<file path="src/rtl/ps2_pkg.sv">
`default_nettype none
// ----------------------------------------------------------------------------
// ps2_pkg : shared types and constants for the PS/2 keyboard receiver
// Rev 1.0
// ----------------------------------------------------------------------------
package ps2_pkg;

  typedef enum logic [0:0] {
    IDLE  = 1'b0,
    SHIFT = 1'b1
  } ps2_state_e;

  // "release" is a reserved word, so the release flag is carried as rel.
  typedef struct packed {
    logic       ext;
    logic       rel;
    logic [7:0] code;
  } ps2_key_evt_t;

  localparam logic [7:0] PS2_PFX_EXT = 8'hE0;
  localparam logic [7:0] PS2_PFX_REL = 8'hF0;

endpackage
`default_nettype wire

</file>
<file path="src/rtl/ps2_evt_fifo.sv">
`default_nettype none
// ----------------------------------------------------------------------------
// ps2_evt_fifo : synchronous FIFO, wrap-around pointers plus occupancy count
// Rev 1.0
// ----------------------------------------------------------------------------
module ps2_evt_fifo #(
  parameter int WIDTH      = 10,
  parameter int DEPTH_BITS = 2
) (
  input  logic             clk_sys,
  input  logic             reset_n,
  input  logic             push,
  input  logic [WIDTH-1:0] din,
  input  logic             pop,
  output logic [WIDTH-1:0] dout,
  output logic             empty,
  output logic             full
);

  localparam int DEPTH = 1 << DEPTH_BITS;

  logic [WIDTH-1:0]      mem_q [DEPTH];
  logic [WIDTH-1:0]      mem_d [DEPTH];
  logic [DEPTH_BITS-1:0] wr_ptr_q, wr_ptr_d, rd_ptr_q, rd_ptr_d;
  logic [DEPTH_BITS:0]   count_q, count_d;
  logic                  do_push, do_pop;

  assign empty = (count_q == '0);
  assign full  = (count_q == (DEPTH_BITS+1)'(DEPTH));
  assign dout  = mem_q[rd_ptr_q];

  // A push into a full FIFO is taken when the head leaves in the same cycle.
  assign do_pop  = pop & ~empty;
  assign do_push = push & (~full | do_pop);

  always_comb begin
    mem_d    = mem_q;
    wr_ptr_d = wr_ptr_q;
    rd_ptr_d = rd_ptr_q;
    if (do_push) begin
      mem_d[wr_ptr_q] = din;
      wr_ptr_d        = wr_ptr_q + DEPTH_BITS'(1);
    end
    if (do_pop) begin
      rd_ptr_d = rd_ptr_q + DEPTH_BITS'(1);
    end
    count_d = count_q + (DEPTH_BITS+1)'(do_push) - (DEPTH_BITS+1)'(do_pop);
  end

  always_ff @(posedge clk_sys or negedge reset_n) begin
    if (!reset_n) begin
      for (int i = 0; i < DEPTH; i++) begin
        mem_q[i] <= '0;
      end
      wr_ptr_q <= '0;
      rd_ptr_q <= '0;
      count_q  <= '0;
    end else begin
      mem_q    <= mem_d;
      wr_ptr_q <= wr_ptr_d;
      rd_ptr_q <= rd_ptr_d;
      count_q  <= count_d;
    end
  end

endmodule
`default_nettype wire

</file>
<file path="src/rtl/ps2_kbd_rx.sv">
`default_nettype none
// ----------------------------------------------------------------------------
// ps2_kbd_rx : PS/2 keyboard frame receiver; PS2_KBD_RX_FIFO_EN selects FIFO
// Rev 1.0
// ----------------------------------------------------------------------------
module ps2_kbd_rx
  import ps2_pkg::*;
#(
  parameter int TIMEOUT   = 20000,
  parameter int FIFO_BITS = 2
) (
  input  logic       clk_sys,
  input  logic       reset_n,
  input  logic       ps2_clk,
  input  logic       ps2_data,
  output logic       key_valid,
  input  logic       key_ready,
  output logic [7:0] key_code,
  output logic       key_ext,
  output logic       key_release,
  output logic       frame_err,
  output logic       overrun
);

  localparam int                WD_W    = $clog2(TIMEOUT + 1);
  localparam logic [WD_W-1:0]   WD_LAST = WD_W'(TIMEOUT - 1);

  if (FIFO_BITS < 1 || FIFO_BITS > 8) begin : g_bad_fifo_bits
    $error("ps2_kbd_rx: FIFO_BITS out of range");
  end

  logic clk_s1_q, clk_s1_d, clk_s2_q, clk_s2_d, clk_prev_q, clk_prev_d;
  logic dat_s1_q, dat_s1_d, dat_s2_q, dat_s2_d;
  logic fall_q, fall_d, data_smp_q, data_smp_d;

  always_comb begin
    clk_s1_d   = ps2_clk;
    clk_s2_d   = clk_s1_q;
    clk_prev_d = clk_s2_q;
    dat_s1_d   = ps2_data;
    dat_s2_d   = dat_s1_q;
    fall_d     = clk_prev_q & ~clk_s2_q;
    data_smp_d = dat_s2_q;
  end

  always_ff @(posedge clk_sys or negedge reset_n) begin
    if (!reset_n) begin
      clk_s1_q   <= 1'b1;
      clk_s2_q   <= 1'b1;
      clk_prev_q <= 1'b1;
      dat_s1_q   <= 1'b1;
      dat_s2_q   <= 1'b1;
      fall_q     <= 1'b0;
      data_smp_q <= 1'b1;
    end else begin
      clk_s1_q   <= clk_s1_d;
      clk_s2_q   <= clk_s2_d;
      clk_prev_q <= clk_prev_d;
      dat_s1_q   <= dat_s1_d;
      dat_s2_q   <= dat_s2_d;
      fall_q     <= fall_d;
      data_smp_q <= data_smp_d;
    end
  end

  ps2_state_e   state_q;
  logic [3:0]   bit_cnt_q;
  logic [7:0]   shreg_q;
  logic         par_q, ext_pend_q, rel_pend_q, push_q, frame_err_q;
  logic [WD_W-1:0] wdog_q;
  ps2_key_evt_t evt_q;

  always_ff @(posedge clk_sys or negedge reset_n) begin
    if (!reset_n) begin
      state_q     <= IDLE;
      bit_cnt_q   <= 4'd0;
      shreg_q     <= 8'h00;
      par_q       <= 1'b0;
      ext_pend_q  <= 1'b0;
      rel_pend_q  <= 1'b0;
      push_q      <= 1'b0;
      frame_err_q <= 1'b0;
      wdog_q      <= '0;
      evt_q       <= '0;
    end else begin
      push_q      <= 1'b0;
      frame_err_q <= 1'b0;
      if (fall_q || state_q != SHIFT) wdog_q <= '0;
      else                            wdog_q <= wdog_q + WD_W'(1);
      case (state_q)
        IDLE: begin
          if (fall_q) begin
            if (!data_smp_q) begin
              state_q   <= SHIFT;
              bit_cnt_q <= 4'd1;
            end else begin
              frame_err_q <= 1'b1;
            end
          end
        end
        SHIFT: begin
          if (fall_q) begin
            bit_cnt_q <= bit_cnt_q + 4'd1;
            if (bit_cnt_q <= 4'd8) begin
              shreg_q <= {data_smp_q, shreg_q[7:1]};
            end else if (bit_cnt_q == 4'd9) begin
              par_q <= data_smp_q;
            end else begin
              state_q <= IDLE;
              if ((^{shreg_q, par_q}) && data_smp_q) begin
                if (shreg_q == PS2_PFX_EXT) begin
                  ext_pend_q <= 1'b1;
                end else if (shreg_q == PS2_PFX_REL) begin
                  rel_pend_q <= 1'b1;
                end else begin
                  push_q     <= 1'b1;
                  evt_q.ext  <= ext_pend_q;
                  evt_q.rel  <= rel_pend_q;
                  evt_q.code <= shreg_q;
                  ext_pend_q <= 1'b0;
                  rel_pend_q <= 1'b0;
                end
              end else begin
                frame_err_q <= 1'b1;
                ext_pend_q  <= 1'b0;
                rel_pend_q  <= 1'b0;
              end
            end
          end else if (wdog_q == WD_LAST) begin
            state_q     <= IDLE;
            frame_err_q <= 1'b1;
            ext_pend_q  <= 1'b0;
            rel_pend_q  <= 1'b0;
          end
        end
        default: state_q <= IDLE;
      endcase
    end
  end

  logic pop, store_full, overrun_q, overrun_d;
  assign pop = key_valid & key_ready;

`ifdef PS2_KBD_RX_FIFO_EN
  logic         fifo_empty;
  ps2_key_evt_t head;

  ps2_evt_fifo #(
    .WIDTH      ($bits(ps2_key_evt_t)),
    .DEPTH_BITS (FIFO_BITS)
  ) u_evt_fifo (
    .clk_sys (clk_sys),
    .reset_n (reset_n),
    .push    (push_q),
    .din     (evt_q),
    .pop     (pop),
    .dout    (head),
    .empty   (fifo_empty),
    .full    (store_full)
  );

  assign key_valid   = ~fifo_empty;
  assign key_code    = head.code;
  assign key_ext     = head.ext;
  assign key_release = head.rel;
`else
  logic         hold_vld_q, hold_vld_d;
  ps2_key_evt_t hold_q, hold_d;

  always_comb begin
    hold_vld_d = hold_vld_q;
    hold_d     = hold_q;
    if (pop) hold_vld_d = 1'b0;
    if (push_q && (!hold_vld_q || pop)) begin
      hold_vld_d = 1'b1;
      hold_d     = evt_q;
    end
  end

  always_ff @(posedge clk_sys or negedge reset_n) begin
    if (!reset_n) begin
      hold_vld_q <= 1'b0;
      hold_q     <= '0;
    end else begin
      hold_vld_q <= hold_vld_d;
      hold_q     <= hold_d;
    end
  end

  assign store_full  = hold_vld_q;
  assign key_valid   = hold_vld_q;
  assign key_code    = hold_q.code;
  assign key_ext     = hold_q.ext;
  assign key_release = hold_q.rel;
`endif

  assign overrun_d = push_q & store_full & ~pop;

  always_ff @(posedge clk_sys or negedge reset_n) begin
    if (!reset_n) overrun_q <= 1'b0;
    else          overrun_q <= overrun_d;
  end

  assign overrun   = overrun_q;
  assign frame_err = frame_err_q;

endmodule
`default_nettype wire

</file>
<file path="config.mk">
export PLATFORM = sky130hd
export DESIGN_NAME = ps2_kbd_rx
export DESIGN_NICKNAME = d
export VERILOG_FILES = /design/src/rtl/ps2_pkg.sv /design/src/rtl/ps2_evt_fifo.sv /design/src/rtl/ps2_kbd_rx.sv
export SDC_FILE = /design/constraint.sdc
export NUM_CORES = 1
export LEC_CHECK = 0
export ABC_AREA = 1
export BUFFER_PORTS_ARGS = -buffer_cell sky130_fd_sc_hd__clkbuf_2
export CORE_ASPECT_RATIO = 1.25
export CORE_MARGIN = 5
export CORE_UTILIZATION = 55
export DETAILED_ROUTE_END_ITERATION = 10
export HOLD_SLACK_MARGIN = 0.05
export PLACE_DENSITY = 0.73
export SLEW_MARGIN = 20
export SYNTH_ARGS = -nofsm -noshare
export SYNTH_HDL_FRONTEND = slang
export SYNTH_HIERARCHICAL = 1
export SYNTH_SLANG_ARGS = --single-unit
</file>
<file path="constraint.sdc">
create_clock -name clk_sys -period 2.6 [get_ports clk_sys]
set_input_delay 0 -clock clk_sys [delete_from_list [all_inputs] [get_ports clk_sys]]
set_output_delay 0 -clock clk_sys [all_outputs]
set_load 0.005 [all_outputs]
</file>
==> metrics.txt <==
# TYPE chip_impl_metric gauge
chip_impl_info{name="outcome",value="completed"} 1
chip_impl_metric{name="grt.total_usage",unit="%"} 16.67
chip_impl_info{name="worst_setup_path_start_kind",value="register"} 1
chip_impl_metric{name="top_area_cell_type_share_of_the_netlist_area",unit="%"} 50.63
chip_impl_metric{name="grt_pass1_vias",unit=""} 1893
chip_impl_info{name="timing.critical_path.cells",value="ha_1 > nand2_1 > inv_1 > nand3_1 > nor2_1 > nand2_1 > nor2_1 > nand2_1 > o21ai_0 > nor3b_1"} 1
chip_impl_metric{name="cellLeakagePower",unit="µW"} 0.001569
chip_impl_metric{name="worst_ep_required_time",unit="ps"} 2840
chip_impl_metric{name="nets",unit=""} 329
chip_impl_metric{name="post_route_cells_drive_above_1_share",unit="%"} 22.46
chip_impl_metric{name="vias",unit=""} 1983
chip_impl_metric{name="timing.critical_path.buf_inv",unit=""} 1
chip_impl_metric{name="syn_nets",unit=""} 300
chip_impl_info{name="timing.hold.worst.class",value="in -> async"} 1
chip_impl_metric{name="routedLengthMet1",unit="mm"} 1.996
chip_impl_metric{name="setup-violations-final",unit=""} 0
chip_impl_metric{name="worstPathArrival",unit="ps"} 2060
chip_impl_metric{name="swShare",unit="%"} 32.75
chip_impl_info{name="worst_path_max_delay_cell",value="sky130_fd_sc_hd__dfrtp_1"} 1
chip_impl_metric{name="cellPowerDensity",unit="nW/µm²"} 842.0
chip_impl_metric{name="regArea",unit="µm²"} 1559
chip_impl_metric{name="pwr-share-seq",unit="%"} 45.2
chip_impl_metric{name="gpl.final_weighted_congestion",unit=""} 0.8017
chip_impl_metric{name="initial_antenna_violation_count",unit=""} 0
chip_impl_metric{name="maximum_count_of_clock_buffers_along_a_single_path",unit=""} 2
chip_impl_metric{name="multi_input_comb_area",unit="µm²"} 1046
chip_impl_metric{name="timing.critical_path.fanout_max",unit=""} 4
chip_impl_metric{name="synthesis.instances",unit=""} 291
chip_impl_metric{name="detailedRoute.firstIterationViolations",unit=""} 117
chip_impl_metric{name="totalNegativeSetupSlack",unit="ps"} 0
chip_impl_metric{name="post-route-period-util",unit="%"} 70.00
chip_impl_metric{name="die_area",unit="µm²"} 6560
chip_impl_metric{name="grt_start_max_net_pins",unit=""} 50
chip_impl_metric{name="die_height",unit="µm"} 89.31
chip_impl_metric{name="sink_count",unit=""} 62
chip_impl_metric{name="drt-pass1-iter-count",unit=""} 4
chip_impl_metric{name="synth_area",unit="µm²"} 2768
chip_impl_metric{name="grt_first_pass_wirelength",unit="mm"} 8.259
chip_impl_metric{name="power_frac_clock",unit="%"} 31.6
chip_impl_info{name="route.top_layer_used",value="met4"} 1
chip_impl_metric{name="final_standard_cell_area_without_fillers",unit="µm²"} 3152
chip_impl_metric{name="hpwl",unit="mm"} 3.319
chip_impl_metric{name="crit_path_max_incr_delay",unit="ps"} 390
chip_impl_metric{name="setup_fix_bufs_post_cts",unit=""} 0
chip_impl_metric{name="synthDistinctLibCells",unit=""} 33
chip_impl_info{name="ctsRootBufferMaster",value="sky130_fd_sc_hd__clkbuf_8"} 1
chip_impl_metric{name="areaGrowthSynthToFinish",unit="%"} 13.88
chip_impl_metric{name="antenna_viol_nets_final",unit=""} 0
chip_impl_metric{name="final-hold-violation-count",unit=""} 0
chip_impl_metric{name="dr_wl_met3",unit="µm"} 245
chip_impl_metric{name="maxCapViolCount",unit=""} 0
chip_impl_metric{name="avgSynthCellArea",unit="µm²"} 9.511
chip_impl_metric{name="floorplan.core_area",unit="µm²"} 4800
chip_impl_metric{name="net-switching-power",unit="µW"} 869.1
chip_impl_info{name="worst_path_dominant_cell_family",value="simple AND/OR/NAND/NOR gates"} 1
chip_impl_metric{name="numPortBuffers",unit=""} 17
chip_impl_info{name="synth_top_cells_by_area",value="sky130_fd_sc_hd__dfrtp_1, sky130_fd_sc_hd__nand2_1, sky130_fd_sc_hd__dfstp_2, sky130_fd_sc_hd__inv_1, sky130_fd_sc_hd__mux2_2"} 1
chip_impl_metric{name="worst_skew_pair.late_latency",unit="ps"} 340
chip_impl_metric{name="die_width",unit="µm"} 73.45
chip_impl_info{name="tritoncts",value="done"} 1
chip_impl_metric{name="route.detailed.wl_per_inst",unit="µm"} 12.20
chip_impl_metric{name="final_max_slew_viol_count",unit=""} 0
chip_impl_metric{name="clkTransAtPathRegs",unit="ps"} 70
chip_impl_metric{name="count_of_inserted_antenna_diode_cells",unit=""} 0
chip_impl_metric{name="drc_errors",unit=""} 0
chip_impl_info{name="rsz_0062_raised_after_global_routing",value="false"} 1
chip_impl_metric{name="yosys_warnings",unit=""} 6
chip_impl_metric{name="tritoncts.num_buffers",unit=""} 9
chip_impl_metric{name="worst_slew_pin_slew",unit="ps"} 586.6
chip_impl_metric{name="floorplan.initialDensity",unit="%"} 57.66
chip_impl_metric{name="grt_overflow_total",unit=""} 0
chip_impl_metric{name="routed-wl-met2",unit="mm"} 2.350
chip_impl_info{name="crit_top_cell",value="sky130_fd_sc_hd__nand2_1"} 1
chip_impl_metric{name="synth_sequential_area_ratio",unit="%"} 56.33
chip_impl_metric{name="htree_levels",unit=""} 3
chip_impl_metric{name="route.detailed.vias_per_inst",unit=""} 5.151
chip_impl_metric{name="placed_area",unit="µm²"} 2912
chip_impl_metric{name="finalPower",unit="µW"} 2654
chip_impl_metric{name="fin_skew",unit="ps"} 6.891
chip_impl_metric{name="fill_cells",unit=""} 409
chip_impl_metric{name="slew-limit-headroom",unit="%"} 60.89
chip_impl_metric{name="postRouteWirelength",unit="mm"} 4.696
chip_impl_info{name="post-synth-top-area-cell",value="sky130_fd_sc_hd__dfrtp_1"} 1
chip_impl_metric{name="ys_ff_latch",unit=""} 62
chip_impl_metric{name="internal_power",unit="µW"} 1785
chip_impl_metric{name="f_max",unit="MHz"} 549.5
chip_impl_metric{name="count_of_standard_cell_rows",unit=""} 28
chip_impl_info{name="timing_worst_setup_path_type",value="reg -> reg"} 1
chip_impl_metric{name="max-vdd-ir-drop",unit="µV"} 691.0
chip_impl_metric{name="period_minus_slack",unit="ps"} 1820
chip_impl_info{name="crit_path_end_kind",value="register"} 1
chip_impl_metric{name="combPwrFrac",unit="%"} 23.2
chip_impl_metric{name="io_pins",unit=""} 18
[worst register-to-register path, stage by stage (launching register included)]
cell,delay [ps]
sky130_fd_sc_hd__dfrtp_1,390
sky130_fd_sc_hd__ha_1,180
sky130_fd_sc_hd__nand2_1,70
sky130_fd_sc_hd__inv_1,70
sky130_fd_sc_hd__nand3_1,110
sky130_fd_sc_hd__nor2_1,180
sky130_fd_sc_hd__nand2_1,90
sky130_fd_sc_hd__nor2_1,120
sky130_fd_sc_hd__nand2_1,110
sky130_fd_sc_hd__o21ai_0,180
sky130_fd_sc_hd__nor3b_1,220
[metrics by stage]
step	setup WS, ps	hold WS, ps	util, %	instances
after floorplan	999.6	-295.6	-	291
after global placement	860.5	-81.62	60.66	365
after detailed placement	827.0	-82.64	60.66	365
after CTS	803.8	91.80	65.67	385
after global routing	561.5	102.4	65.67	385
final	780.0	90.48	65.67	385
[power groups by stage]
stage                     sequential (µW)  clock [µW]  combinational [µW]
after floorplan                      1180           0                 503
after global placement               1200           0                 594
after detailed placement             1210           0                 615
after CTS                            1200         862                 627
after global routing                 1210         917                 708
final                                1200         839                 616
[layer usage]
layer / up-vias / GRT usage (%)
li1: 1001 / -
met1: 930 / 19.09
met2: 40 / 28.31
met3: 12 / 4.049
met4: 0 / 9.390
met5: - / 0
[cell type report]
type                            instances  share of cell area [%]
Clock buffer                           12                   4.923
Clock inverter                          4                   1.429
Inverter                               37                   4.407
Multi-Input combinational cell        188                   33.19
Sequential cell                        62                   49.46
Tap cell                               60                   2.382
Timing Repair Buffer                   22                   4.208
[layout by cell type (no fill, tap or decap), types with 2 or more instances in the layout]
cell	netlist	layout
sky130_fd_sc_hd__a21oi_1	6	6
sky130_fd_sc_hd__nor2_1	25	25
sky130_fd_sc_hd__nor3_1	10	10
sky130_fd_sc_hd__clkinv_2	0	3
sky130_fd_sc_hd__nand4_1	10	10
sky130_fd_sc_hd__inv_2	4	4
sky130_fd_sc_hd__nor3b_1	5	5
sky130_fd_sc_hd__nor4_1	2	2
sky130_fd_sc_hd__dfrtp_1	56	56
sky130_fd_sc_hd__nand3_1	6	6
sky130_fd_sc_hd__o21ai_2	8	8
sky130_fd_sc_hd__nand2_1	68	68
sky130_fd_sc_hd__o21ai_0	13	13
sky130_fd_sc_hd__inv_1	33	33
sky130_fd_sc_hd__ha_1	4	4
sky130_fd_sc_hd__mux2_2	11	11
sky130_fd_sc_hd__nand3_2	3	3
sky130_fd_sc_hd__nand2_2	4	4
sky130_fd_sc_hd__dlygate4sd3_1	0	4
sky130_fd_sc_hd__clkbuf_8	0	11
sky130_fd_sc_hd__dfstp_2	6	6
sky130_fd_sc_hd__clkbuf_2	0	17
sky130_fd_sc_hd__xnor2_1	2	2
[cells in the mapped netlist]
cell type	instances
sky130_fd_sc_hd__nand2_1	68
sky130_fd_sc_hd__dfrtp_1	56
sky130_fd_sc_hd__inv_1	33
sky130_fd_sc_hd__nor2_1	25
sky130_fd_sc_hd__o21ai_0	13
sky130_fd_sc_hd__mux2_2	11
sky130_fd_sc_hd__nand4_1	10
sky130_fd_sc_hd__nor3_1	10
sky130_fd_sc_hd__o21ai_2	8
sky130_fd_sc_hd__a21oi_1	6
sky130_fd_sc_hd__dfstp_2	6
sky130_fd_sc_hd__nand3_1	6
sky130_fd_sc_hd__nor3b_1	5
sky130_fd_sc_hd__ha_1	4
sky130_fd_sc_hd__inv_2	4
sky130_fd_sc_hd__nand2_2	4
sky130_fd_sc_hd__nand3_2	3
sky130_fd_sc_hd__clkbuf_1	2
sky130_fd_sc_hd__nor4_1	2
sky130_fd_sc_hd__xnor2_1	2
sky130_fd_sc_hd__a21oi_2	1
sky130_fd_sc_hd__and3_1	1
sky130_fd_sc_hd__buf_2	1
sky130_fd_sc_hd__buf_6	1
sky130_fd_sc_hd__nand3_4	1
sky130_fd_sc_hd__nand3b_1	1
sky130_fd_sc_hd__nor2_4	1
sky130_fd_sc_hd__o21ai_1	1
sky130_fd_sc_hd__o21bai_1	1
sky130_fd_sc_hd__o22ai_1	1
sky130_fd_sc_hd__o31ai_1	1
sky130_fd_sc_hd__or2_2	1
sky130_fd_sc_hd__xor2_1	1
[logic make-up (layout without fill, tap and decap cells)]
kind of cell,Yosys count,after routing,share of synthesized area [%]
compound gates,32,32,7.234
xor+xnor,3,3,0.9495
fa+ha+maj,4,4,1.808
buf+inv,41,75,5.877
flops,62,62,56.33
mux,11,11,4.476
simple gates,138,138,23.33
[sequential cells by signal, summed over array words and instances (netlist names), 4 cells and up]
signal	count
wdog_q	15
bit_cnt_q	4
evt_q	10
shreg_q	8
key_code	8
[worst paths after layout]
path | start | endpoint | slack, ps | cells after the start
setup / recovery | wdog_q[0] | wdog_q[12] | 780 | 10
hold / removal | reset_n | key_ext | 90 | 2
setup reg to reg | wdog_q[0] | wdog_q[12] | 780 | 10
hold reg to reg | dat_s2_q | data_smp_q | 350 | 0
max in group asynchronous | reset_n | shreg_q[7] | 1600 | 3
min in group clk_sys | ps2_data | dat_s1_q | 300 | 2
[repair_timing]
action,in CTS,in global routing
hold endpoints to repair,17,0
hold buffers,4,0
resized for setup,0,0
No activity file was read; power rests on OpenSTA's default activity.
